## config.mk

```make
export PLATFORM = sky130hd
export DESIGN_NAME = load_store_unit
export DESIGN_NICKNAME = d
export VERILOG_FILES = /design/src/rtl/load_store_unit_pkg.sv /design/src/rtl/load_store_unit_load_align.sv /design/src/rtl/load_store_unit.sv
export SDC_FILE = /design/constraint.sdc
export NUM_CORES = 1
export LEC_CHECK = 0
export BUFFER_PORTS_ARGS = -buffer_cell sky130_fd_sc_hd__buf_2
export CAP_MARGIN = 20
export CORE_MARGIN = 2
export CORE_UTILIZATION = 52
export DETAILED_ROUTE_END_ITERATION = 12
export GPL_TIMING_DRIVEN = 0
export PLACE_DENSITY = 0.85
export SETUP_SLACK_MARGIN = 0.15
export SYNTH_ARGS = -nofsm -noshare
export SYNTH_HDL_FRONTEND = slang
export SYNTH_HIERARCHICAL = 1
export SYNTH_SLANG_ARGS = --single-unit
```

## constraint.sdc

```tcl
create_clock -name clk -period 4.8 [get_ports clk]
set_input_delay 0.48 -clock clk [delete_from_list [all_inputs] [get_ports clk]]
set_output_delay 0.48 -clock clk [all_outputs]
set_load 0.02 [all_outputs]
```

## src/rtl/load_store_unit_pkg.sv

```systemverilog
// Shared definitions for the load/store unit: word width, LSU op encodings,
// FSM state encodings and small op-classification helpers.
package load_store_unit_pkg;

    localparam int WORD = 32;

    typedef enum logic [2:0] {
        LSU_LB  = 3'b000,
        LSU_LBU = 3'b001,
        LSU_LH  = 3'b010,
        LSU_LHU = 3'b011,
        LSU_LW  = 3'b100,
        LSU_SB  = 3'b101,
        LSU_SH  = 3'b110,
        LSU_SW  = 3'b111
    } lsu_op_e;

    typedef enum logic [1:0] {
        ST_IDLE   = 2'b00,
        ST_ACCESS = 2'b01,
        ST_RESP   = 2'b10
    } lsu_state_e;

    // Halves need an even address, words a 4-byte aligned address.
    function automatic logic is_misaligned(input lsu_op_e op, input logic [1:0] lo);
        case (op)
            LSU_LH, LSU_LHU, LSU_SH: return lo[0];
            LSU_LW, LSU_SW:          return |lo;
            default:                 return 1'b0;
        endcase
    endfunction

    function automatic logic is_store(input lsu_op_e op);
        return (op == LSU_SB) || (op == LSU_SH) || (op == LSU_SW);
    endfunction

endpackage

```

## src/rtl/load_store_unit_load_align.sv

```systemverilog
// Load data alignment: picks the addressed byte/half out of the memory word
// (little-endian lanes) and sign- or zero-extends it to a full word.
module load_store_unit_load_align
    import load_store_unit_pkg::*;
(
    input  lsu_op_e          op,
    input  logic [1:0]       byte_sel,
    input  logic [WORD-1:0]  mem_rdata,
    output logic [WORD-1:0]  result
);

    logic [7:0]  byte_lane [4];
    logic [15:0] half_lane [2];
    logic [7:0]  byte_v;
    logic [15:0] half_v;

    for (genvar gi = 0; gi < 4; gi++) begin : g_byte_lane
        assign byte_lane[gi] = mem_rdata[8*gi +: 8];
    end

    for (genvar gi = 0; gi < 2; gi++) begin : g_half_lane
        assign half_lane[gi] = mem_rdata[16*gi +: 16];
    end

    // Select the addressed field and extend it according to the load type.
    always_comb begin
        byte_v = byte_lane[byte_sel];
        half_v = half_lane[byte_sel[1]];
        result = '0;
        case (op)
            LSU_LB:  result = {{24{byte_v[7]}}, byte_v};
            LSU_LBU: result = {{24{1'b0}}, byte_v};
            LSU_LH:  result = {{16{half_v[15]}}, half_v};
            LSU_LHU: result = {{16{1'b0}}, half_v};
            LSU_LW:  result = mem_rdata;
            default: result = '0;
        endcase
    end

endmodule

```

## src/rtl/load_store_unit.sv

```systemverilog
// MEM-stage load/store unit: one outstanding access against a single-port
// data memory with a req/ack handshake, store lane steering, load extension,
// pipeline stall and misalignment detection.
// Optional ack timeout enabled by defining LSU_TIMEOUT_EN.
module load_store_unit
    import load_store_unit_pkg::*;
#(
    parameter int MEM_TIMEOUT = 255
) (
    input  logic             clk,
    input  logic             reset,
    input  logic             req_valid,
    output logic             req_ready,
    input  logic [2:0]       op,
    input  logic [WORD-1:0]  addr,
    input  logic [WORD-1:0]  wdata,
    output logic             rsp_valid,
    output logic [WORD-1:0]  rdata,
    output logic             addr_err,
    output logic             bus_err,
    output logic             stall,
    output logic             mem_req,
    output logic             mem_we,
    output logic [3:0]       mem_be,
    output logic [WORD-1:0]  mem_addr,
    output logic [WORD-1:0]  mem_wdata,
    input  logic             mem_ack,
    input  logic [WORD-1:0]  mem_rdata
);

    // The wait counter is 8 bits wide, so the limit must fit in it.
    if (MEM_TIMEOUT < 1 || MEM_TIMEOUT > 255) begin : g_bad_timeout
        $error("load_store_unit: MEM_TIMEOUT must be in 1..255");
    end

    lsu_state_e       state_q, state_d;
    lsu_op_e          op_q, op_d;
    logic [1:0]       addr_lo_q, addr_lo_d;
    logic             mem_req_q, mem_req_d;
    logic             mem_we_q, mem_we_d;
    logic [3:0]       mem_be_q, mem_be_d;
    logic [WORD-1:0]  mem_addr_q, mem_addr_d;
    logic [WORD-1:0]  mem_wdata_q, mem_wdata_d;
    logic [WORD-1:0]  rdata_q, rdata_d;
    logic             addr_err_q, addr_err_d;
    logic             bus_err_q, bus_err_d;

`ifdef LSU_TIMEOUT_EN
    localparam logic [7:0] TIMEOUT_LAST = 8'(MEM_TIMEOUT - 1);
    logic [7:0]       cnt_q, cnt_d;
`endif

    lsu_op_e          op_in;
    logic [3:0]       st_be;
    logic [WORD-1:0]  st_wdata;
    logic [WORD-1:0]  load_result;

    assign op_in = lsu_op_e'(op);

    load_store_unit_load_align u_load_align (
        .op        (op_q),
        .byte_sel  (addr_lo_q),
        .mem_rdata (mem_rdata),
        .result    (load_result)
    );

    // Byte enables and lane-replicated store data for the incoming op.
    always_comb begin
        st_be    = 4'b1111;
        st_wdata = '0;
        case (op_in)
            LSU_SB: begin
                st_be    = 4'b0001 << addr[1:0];
                st_wdata = {4{wdata[7:0]}};
            end
            LSU_SH: begin
                st_be    = addr[1] ? 4'b1100 : 4'b0011;
                st_wdata = {2{wdata[15:0]}};
            end
            LSU_SW: begin
                st_be    = 4'b1111;
                st_wdata = wdata;
            end
            default: begin
                st_be    = 4'b1111;
                st_wdata = '0;
            end
        endcase
    end

    // Next-state and registered-output logic of the access sequencer.
    always_comb begin
        state_d     = state_q;
        op_d        = op_q;
        addr_lo_d   = addr_lo_q;
        mem_req_d   = mem_req_q;
        mem_we_d    = mem_we_q;
        mem_be_d    = mem_be_q;
        mem_addr_d  = mem_addr_q;
        mem_wdata_d = mem_wdata_q;
        rdata_d     = rdata_q;
        addr_err_d  = addr_err_q;
        bus_err_d   = bus_err_q;
`ifdef LSU_TIMEOUT_EN
        cnt_d       = cnt_q;
`endif
        case (state_q)
            ST_IDLE: begin
                if (req_valid) begin
                    op_d       = op_in;
                    addr_lo_d  = addr[1:0];
                    rdata_d    = '0;
                    bus_err_d  = 1'b0;
                    addr_err_d = is_misaligned(op_in, addr[1:0]);
                    if (is_misaligned(op_in, addr[1:0])) begin
                        // Misaligned ops never reach memory.
                        state_d = ST_RESP;
                    end else begin
                        state_d     = ST_ACCESS;
                        mem_req_d   = 1'b1;
                        mem_we_d    = is_store(op_in);
                        mem_be_d    = st_be;
                        mem_addr_d  = {addr[WORD-1:2], 2'b00};
                        mem_wdata_d = st_wdata;
`ifdef LSU_TIMEOUT_EN
                        cnt_d       = '0;
`endif
                    end
                end
            end
            ST_ACCESS: begin
                if (mem_ack) begin
                    state_d   = ST_RESP;
                    mem_req_d = 1'b0;
                    mem_we_d  = 1'b0;
                    rdata_d   = is_store(op_q) ? '0 : load_result;
                end
`ifdef LSU_TIMEOUT_EN
                else if (cnt_q == TIMEOUT_LAST) begin
                    // Give up on the memory; an ack this same cycle would have won.
                    state_d   = ST_RESP;
                    mem_req_d = 1'b0;
                    mem_we_d  = 1'b0;
                    rdata_d   = '0;
                    bus_err_d = 1'b1;
                end else begin
                    cnt_d = cnt_q + 8'd1;
                end
`endif
            end
            ST_RESP: begin
                state_d = ST_IDLE;
            end
            default: begin
                state_d = ST_IDLE;
            end
        endcase
    end

    // State and output registers; reset abandons any access in flight.
    always_ff @(posedge clk) begin
        if (reset) begin
            state_q     <= ST_IDLE;
            op_q        <= LSU_LB;
            addr_lo_q   <= '0;
            mem_req_q   <= 1'b0;
            mem_we_q    <= 1'b0;
            mem_be_q    <= '0;
            mem_addr_q  <= '0;
            mem_wdata_q <= '0;
            rdata_q     <= '0;
            addr_err_q  <= 1'b0;
            bus_err_q   <= 1'b0;
`ifdef LSU_TIMEOUT_EN
            cnt_q       <= '0;
`endif
        end else begin
            state_q     <= state_d;
            op_q        <= op_d;
            addr_lo_q   <= addr_lo_d;
            mem_req_q   <= mem_req_d;
            mem_we_q    <= mem_we_d;
            mem_be_q    <= mem_be_d;
            mem_addr_q  <= mem_addr_d;
            mem_wdata_q <= mem_wdata_d;
            rdata_q     <= rdata_d;
            addr_err_q  <= addr_err_d;
            bus_err_q   <= bus_err_d;
`ifdef LSU_TIMEOUT_EN
            cnt_q       <= cnt_d;
`endif
        end
    end

    assign req_ready = (state_q == ST_IDLE);
    assign rsp_valid = (state_q == ST_RESP);
    assign stall     = ((state_q == ST_IDLE) && req_valid) || (state_q == ST_ACCESS);
    assign rdata     = rdata_q;
    assign addr_err  = addr_err_q;
    assign bus_err   = bus_err_q;
    assign mem_req   = mem_req_q;
    assign mem_we    = mem_we_q;
    assign mem_be    = mem_be_q;
    assign mem_addr  = mem_addr_q;
    assign mem_wdata = mem_wdata_q;

endmodule

```

==> flow_metrics.tcl, run 1 <==
set metrics [dict create \
    maxCapViolCount 0 \
    synth_area_per_cell_um2 9.48 \
    ctsHoldBuffers 0 \
    final_util_pct 67.6 \
    vias_per_cell 5.75 \
    synth_top_cell_area_share_pct 42.0 \
    async_flop_share_pct 0 \
    p_per_area_mw_per_mm2 307 \
    muxShareOfSynthArea_pct 10.9 \
    outcome "finished clean" \
    rsz0062_at_grt "false" \
    numCtsBuffers 9 \
    port_buffers 205 \
    cp_max_fo 10 \
    first_pass_iters 7 \
    vias 5165 \
    cpMaxStageDelayCell "dfxtp_1" \
    arrival_ns 2.37 \
    final_common_cell "buf_2" \
    crit_family "buffers and inverters" \
    ctsResizeCount 0 \
    dp_cells 883 \
    routedWlPerCell_um 17.4 \
    htree_levels 3 \
    cp-end-kind "register" \
    cp_num_buf_inv 3 \
    ant_nets 0 \
    fin_skew_ns 0.00935 \
    area_growth_pct 27.1 \
    max_freq_mhz 475 \
    tns_ns 0 \
    cts_tree "done" \
    initial_core_util_pct 53.2 \
    grt_pass1_wl_mm 24.8 \
    hold_violations 0 \
    start_kind "register" \
    critical_path.cell_chain "nor2_1 -> and2_1 -> clkbuf_1 -> and3_1 -> buf_2 -> buf_6 -> mux2_1" \
    nets 864 \
    grt_pass1_vias 5004 \
    netlist_instances 543 \
    synth_edf_count 0 \
    antenna_found_initial 0 \
    synth_top_family_by_area "compound AO/OA/AOI/OAI gates" \
    yosysTopAreaCell "dfxtp_1" \
    syn_area_mm2 0.00515 \
    reg2regPathDepth 7 \
    fin_cells 899 \
    finalCritPeriodShare_pct 43.9 \
    met2WireLength_mm 7.67 \
    drive_gt1_share_pct 36.4 \
    p_total_mw 2.01 \
    grt_max_degree 17 \
    clock_latency_ns 0.37 \
    clock-sinks 108 \
    relSlewSlack_pct 57.5 \
    dp.final_hpwl_mm 11.9 \
    setup_viol 0 \
    clk_path_buf_depth 2 \
    vdd.ir_drop.worst_v 0.000177 \
    yosys_warnings 6 \
    rows 36 \
    core-area_mm2 0.00968 \
    diodes 0 \
    clk_pin_slew_worst_paths_ns 0.10 \
    top_level_ports 210 \
    synth-seq-area-share_pct 42.0 \
    synth_compound_area_share_pct 27.3 \
    leakage_nw 3.15 \
    wl_met3_mm 1.41 \
    hold_class "in -> reg" \
    ys_types 47 \
    die_h_um 104 \
    routed_wirelength_mm 15.7 \
    critPathMaxStageDelay_ns 0.39 \
    n_fill_cell 802 \
    tightest_slew_ns 0.638 \
    synthTopCellsByArea "dfxtp_1, a22oi_1, a22o_1" \
    grt-ovfl-total 0 \
    final_max_slew_viol_count 0 \
    die_area_mm2 0.0107 \
    crit_required_ns 5.06 \
    cp.depth 7 \
    synth-simple-area-share_pct 14.0 \
    cts_setup_buffers 0 \
    ys_ff_latch 108 \
    setup_slack_ns 2.69 \
    cts-root-buf "clkbuf_8" \
    gp_congestion 0.879 \
    grt_usage_pct 28.3 \
    place_ws_ns 2.46 \
    drt-initial-drc-count 309 \
    crit_type "reg -> reg" \
    ys.flop_type "dfxtp_1" \
    die_w_um 104 \
    top_layer "met4" \
    m1WireLength_mm 6.40 \
    hold_path_depth 2 \
    drc 0 \
    synth-xor-area-share_pct 0 \
    synthAdderAreaFrac_pct 0 \
    min_period_ns 2.11 \
    layout_common_cells "buf_2, dfxtp_1, nor2_1" \
]
## kinds of logic after synthesis
group | after synthesis
AOI/OAI and AO/OA | 182
buffers and inverters | 59
DFF | 108
muxes | 51
other | 1
and+or+nand+nor | 142
## flip-flops by register name, indices dropped and copies added (netlist names)
| name | count |
|---|---|
| state_q | 2 |
| mem_wdata | 32 |
| addr_lo_q | 2 |
| rdata | 32 |
| addr_err | 1 |
| mem_req | 1 |
| mem_be | 4 |
| mem_addr | 30 |
| mem_we | 1 |
| op_q | 3 |
## worst reg2reg max path, stage by stage (launching register included)
cell,delay [ns]
dfxtp_1,0.39
nor2_1,0.27
and2_1,0.17
clkbuf_1,0.25
and3_1,0.19
buf_2,0.21
buf_6,0.19
mux2_1,0.33
## metal layers
metal | vias up | track usage (%)
li1 | 2447 | -
met4 | 0 | 8.59
met2 | 268 | 49.3
met1 | 2433 | 35.3
met3 | 17 | 6.04
met5 | - | 0
## synth_stat cells (15+ instances only)
cell / number
a211o_1: 23
nor2_1: 51
dfxtp_1: 108
nor2b_1: 15
a22o_1: 37
nand2_1: 29
clkbuf_1: 32
and3_1: 18
mux2_2: 26
a22oi_1: 48
mux2i_1: 21
a21oi_1: 30
## cell type report
class	instances	area [um^2]	share of cell area, %
Multi-Input combinational cell	378	2700	41.3
Sequential cell	108	2160	33.0
Timing Repair Buffer	205	1030	15.7
Buffer	57	287	4.38
Tap cell	133	166	2.54
Clock buffer	13	149	2.27
Clock inverter	3	46.3	0.707
Inverter	2	7.51	0.115
## path summary, 6_finish.rpt
kind         slack (ns)             to    startpoint
min                0.32   mem_addr[21]      addr[21]
min reg2reg        0.46   addr_lo_q[1]  addr_lo_q[1]
max reg2reg        2.69  mem_wdata[15]    state_q[1]
max                2.69  mem_wdata[15]    state_q[1]
## per-stage QoR
stage | cell area (um^2) | hold slack (ns)
after floorplan | 5160 | 0.433
after global placement | 6350 | 0.443
after detailed placement | 6350 | 0.449
after CTS | 6550 | 0.305
after global routing | 6550 | 0.307
final | 6550 | 0.320
## where the power goes
| group | internal [mW] | switching, mW | leakage [nW] |
|---|---|---|---|
| logic | 0.200 | 0.279 | 2.18 |
| clock network | 0.258 | 0.303 | 0.0938 |
| registers | 0.940 | 0.0286 | 0.878 |
| total | 1.40 | 0.611 | 3.15 |
Power figures use the tool's default switching activity.
==> run 2, diff against run 1 <==
--- a/config.mk
+++ b/config.mk
@@ -8,10 +8,10 @@
 export BUFFER_PORTS_ARGS = -buffer_cell sky130_fd_sc_hd__buf_2
 export CAP_MARGIN = 20
 export CORE_MARGIN = 2
-export CORE_UTILIZATION = 52
+export CORE_UTILIZATION = 44
 export DETAILED_ROUTE_END_ITERATION = 12
 export GPL_TIMING_DRIVEN = 0
-export PLACE_DENSITY = 0.85
+export PLACE_DENSITY = 0.77
 export SETUP_SLACK_MARGIN = 0.15
 export SYNTH_ARGS = -nofsm -noshare
 export SYNTH_HDL_FRONTEND = slang
==> constraint.sdc (replaced) <==
create_clock -name clk -period 1.8 [get_ports clk]
set_input_delay 0.18 -clock clk [delete_from_list [all_inputs] [get_ports clk]]
set_output_delay 0.18 -clock clk [all_outputs]
set_load 0.02 [all_outputs]
==> flow_metrics.tcl, run 2 (synthesis gave the netlist of run 1 again) <==
set metrics [dict create \
    outcome "finished with violations" \
    violations "negative setup slack" \
    routed_wirelength_mm 17.7 \
    hold_path_depth 2 \
    cp_max_fo 5 \
    maxCapViolCount 0 \
    grt_usage_pct 25.6 \
    clockPowerShare_pct 31.0 \
    n_fill_cell 937 \
    top_level_ports 210 \
    seq_power_share_pct 42.3 \
    combPwrFrac_pct 26.8 \
    grt_pass1_wl_mm 26.1 \
    nets 898 \
    htree_levels 3 \
    holdWs_ns 0.0608 \
    tightest_slew_ns 0.558 \
    crit_type "reg -> reg" \
    die_w_um 112 \
    swShare_pct 30.0 \
    cts-root-buf "clkbuf_16" \
    vias 5472 \
    rows 39 \
    start_kind "register" \
    core-area_mm2 0.0114 \
    finalCritPeriodShare_pct 101 \
    hold_class "in -> reg" \
    crit_start "addr_lo_q[0]" \
    clock-sinks 108 \
    arrival_ns 2.03 \
    min_from "addr[2]" \
    grt_max_degree 17 \
    final_max_slew_viol_count 0 \
    hold_violations 0 \
    rsz0062_at_grt "true" \
    p_per_area_mw_per_mm2 817 \
    clk_path_buf_depth 2 \
    tns_ns -0.0362 \
    grt_pass1_vias 5226 \
    clock_latency_ns 0.35 \
    drc 0 \
    cts_tree "done" \
    clk_pin_slew_worst_paths_ns 0.07 \
    setup_slack_ns -0.0181 \
    p_int_mw 4.29 \
    drive_gt1_share_pct 47.6 \
    max_freq_mhz 550 \
    die_area_mm2 0.0126 \
    diodes 0 \
    cp-end-kind "register" \
    initial_core_util_pct 45.1 \
    dp_cells 893 \
    ant_nets 0 \
    drt-initial-drc-count 410 \
    antenna_found_initial 0 \
    first_pass_iters 5 \
    crit_required_ns 2.02 \
    port_buffers 205 \
    p_total_mw 6.14 \
    routedWlPerCell_um 18.7 \
    area_growth_pct 45.8 \
    die_h_um 112 \
    dp.final_hpwl_mm 12.3 \
    layout_common_cells "buf_2, dfxtp_1, nor2_1" \
    place_ws_ns -0.221 \
    p_sw_mw 1.84 \
    fin_cells 943 \
    ctsHoldBuffers 0 \
    min_period_ns 1.82 \
    fin_skew_ns 0.00743 \
    final_common_cell "buf_2" \
    final_util_pct 65.8 \
    grt-ovfl-total 0 \
    reg2regPathDepth 7 \
    leakage_nw 3.57 \
    relSlewSlack_pct 62.8 \
    place_area_mm2 0.00640 \
    final_area_mm2 0.00751 \
    setup_viol 4 \
    gp_congestion 0.888 \
    vdd.ir_drop.worst_v 0.000574 \
    vias_per_cell 5.80 \
    numCtsBuffers 9 \
    r2r-start "addr_lo_q[0]" \
]
[run 2: cell count changes in the layout (fill, tap and decap cells not counted), moves of 8 or more]
cell / previous run / this run
a22oi_1: 48 / 40
a22oi_2: 0 / 8
buf_4: 3 / 19
buf_6: 6 / 17
buf_8: 0 / 9
clkbuf_1: 35 / 16
clkbuf_16: 0 / 13
mux2_2: 26 / 17
mux2_4: 1 / 10
o2bb2ai_1: 10 / 2
o2bb2ai_2: 0 / 8
[run 2: metal layers]
metal  GRT usage, %  vias up  wire [um]
met5              0        -          0
met4           8.21        0        392
met3           6.64       35       1450
met2           42.7      279       8640
met1           32.5     2636       7170
li1               -     2522          -
[run 2: final timing paths]
path         slack (ns)     endpoint
min                0.06  mem_addr[2]
max reg2reg       -0.02    rdata[31]
max               -0.02    rdata[31]
min reg2reg        0.47     addr_err
[run 2: cell type report]
type	count	area [um^2]	share of cell area, %
flip-flops and latches	108	2180	29.0
plain buffers	56	423	5.63
repair buffers	239	1440	19.1
multi-input cells	379	3000	40.0
clock inverters	3	21.3	0.283
clock buffers	13	260	3.46
well taps	143	179	2.38
inverters	2	7.51	0.100
[run 2: power by group through the flow]
| stage | sequential [mW] | clock, mW | combinational, mW |
|---|---|---|---|
| 2_1_floorplan | 2.76 | 0 | 0.710 |
| 4_1_cts | 2.59 | 1.92 | 1.41 |
| 3_3_place_gp | 2.63 | 0 | 1.25 |
| 6_report | 2.59 | 1.90 | 1.64 |
| 5_1_grt | 2.61 | 2.02 | 1.74 |
| 3_5_place_dp | 2.64 | 0 | 1.28 |
[run 2: worst max-delay path, stage by stage, from the launching register on]
cell and delay (ns):
dfxtp_4 0.38, mux2_4 0.31, a22o_1 0.26, buf_6 0.14
buf_6 0.12, a211o_1 0.27, a22oi_2 0.14, nor2_1 0.06
[run 2: timing repair]
| action | in CTS | in global routing |
|---|---|---|
| gates cloned | 7 | 5 |
| endpoints found under the setup margin | 88 | 93 |
| pin swaps | 13 | 68 |
| buffers inserted | 10 | 13 |
| gates resized for setup | 49 | 90 |
==> run 3, diff against run 2 <==
--- a/config.mk
+++ b/config.mk
@@ -7,6 +7,7 @@
 export LEC_CHECK = 0
 export BUFFER_PORTS_ARGS = -buffer_cell sky130_fd_sc_hd__buf_2
 export CAP_MARGIN = 20
+export CORE_ASPECT_RATIO = 0.6
 export CORE_MARGIN = 2
 export CORE_UTILIZATION = 44
 export DETAILED_ROUTE_END_ITERATION = 12
==> flow_metrics.tcl, run 3 (synthesis gave the netlist of run 1 again) <==
set metrics [dict create \
    diodes 0 \
    r2r-start "addr_lo_q[0]" \
    port_buffers 205 \
    min_period_ns 1.84 \
    cpMaxStageDelayCell "dfxtp_4" \
    routed_wirelength_mm 18.4 \
    area_growth_pct 47.8 \
    outcome "finished with violations" \
    vdd.ir_drop.worst_v 0.000492 \
    dp_cells 910 \
    gp_congestion 0.963 \
    first_pass_iters 5 \
    crit_required_ns 2.03 \
    clk_path_buf_depth 2 \
    grt_pass1_wl_mm 27.0 \
    arrival_ns 2.07 \
    leakage_nw 3.61 \
    fin_skew_ns 0.00998 \
    crit_type "reg -> reg" \
    ctsHoldBuffers 0 \
    hold_violations 0 \
    die_area_mm2 0.0126 \
    multi_input_area_mm2 0.00308 \
    p_per_area_mw_per_mm2 829 \
    clock-sinks 108 \
    hold_class "in -> reg" \
    rr_endpoint "rdata[30]" \
    rsz0062_at_grt "true" \
    setup_slack_ns -0.0365 \
    antenna_found_initial 0 \
    nets 898 \
    htree_levels 3 \
    die_h_um 87.8 \
    rows 30 \
    final_max_slew_viol_count 0 \
    endpoint "rdata[30]" \
    numCtsBuffers 9 \
    finalCritPeriodShare_pct 102 \
    final_util_pct 67.2 \
    cp.depth 7 \
    cp_max_fo 8 \
    drt-initial-drc-count 396 \
    ant_nets 0 \
    crit_family "compound AO/OA/AOI/OAI gates" \
    vias_per_cell 5.68 \
    reg2regPathDepth 7 \
    clk_pin_slew_worst_paths_ns 0.08 \
    grt_max_degree 21 \
    layout_common_cells "buf_2, dfxtp_1, nor2_1" \
    initial_core_util_pct 45.4 \
    grt-ovfl-total 0 \
    dp.final_hpwl_mm 13.1 \
    relSlewSlack_pct 61.7 \
    seqCellArea_mm2 0.00218 \
    rrSetupSlack_ns -0.04 \
    crit_start "addr_lo_q[0]" \
    cp_num_buf_inv 2 \
    drc 0 \
    drive_gt1_share_pct 48.5 \
    cts-root-buf "clkbuf_16" \
    critical_path.cell_chain "mux2_4 -> a22o_1 -> buf_6 -> buf_8 -> a211o_1 -> a22oi_1 -> nor2_1" \
    top_level_ports 210 \
    cts_tree "done" \
    grt_pass1_vias 5126 \
    routedWlPerCell_um 19.2 \
    final_common_cell "buf_2" \
    die_w_um 144 \
    setup_viol 7 \
    start_kind "register" \
    core-area_mm2 0.0113 \
    maxCapViolCount 0 \
    grt_usage_pct 27.8 \
    vias 5449 \
    critPathMaxStageDelay_ns 0.38 \
    tightest_slew_ns 0.574 \
    cp-end-kind "register" \
    clock_latency_ns 0.35 \
    fin_cells 960 \
    violations "negative setup slack" \
    max_freq_mhz 545 \
    n_fill_cell 915 \
]
-- run 3: changes by cell type in the layout (fill, tap and decap cells not counted), sizes merged --
cell    delta
buf        +3
inv        +3
clkbuf     -6
-- run 3: cell type report --
class | instances | share of cell area, %
buffer | 56 | 5.36
tap | 160 | 2.63
timing repair buffer | 239 | 18.8
clock buffer | 10 | 3.14
inverter | 2 | 0.0986
sequential | 108 | 28.6
multi-input combinational | 379 | 40.5
clock inverter | 6 | 0.838
-- run 3: worst min-delay path by stage --
stage	end	from	cells after the start	slack [ns]
finish	mem_addr[24]	addr[24]	2	0.04
floorplan	addr_lo_q[0]	addr[0]	2	0.31
detailed placement	mem_addr[14]	addr[14]	2	0.40
global placement	mem_addr[4]	addr[4]	2	0.40
global route	mem_addr[24]	addr[24]	2	0.02
CTS	mem_addr[24]	addr[24]	2	0.02
-- run 3: repair_timing --
action,in CTS,in global routing
setup buffers,17,7
resized for setup,78,75
endpoints found under the hold margin,0,0
pin swaps,52,49
endpoints found under the setup margin,88,101
gates cloned,7,4
-- run 3: per-stage QoR --
step	cell area (um^2)	power, mW	hold WS, ns	setup TNS (ns)	worst slack, ns
after floorplan	5190	3.47	0.306	0	0.102
after global placement	6420	3.93	0.396	-7.04	-0.239
after detailed placement	6420	3.95	0.400	-10.17	-0.192
after CTS	7180	6.13	0.0247	-0.0299	-0.0112
after global routing	7610	6.55	0.0225	-0.612	-0.0669
final	7610	6.31	0.0377	-0.160	-0.0365
-- run 3: report_power, final --
part	switching (mW)	internal, mW
registers	0.0834	2.51
logic	0.935	0.782
clock network	0.984	1.02
-- run 3: routing by layer --
metal / wire length (um) / global-route usage (%) / vias to the layer above
li1: - / - / 2525
met4: 236 / 8.11 / 0
met1: 8540 / 40.0 / 2596
met3: 1820 / 8.31 / 25
met2: 7820 / 40.2 / 303
met5: 0 / 0 / -
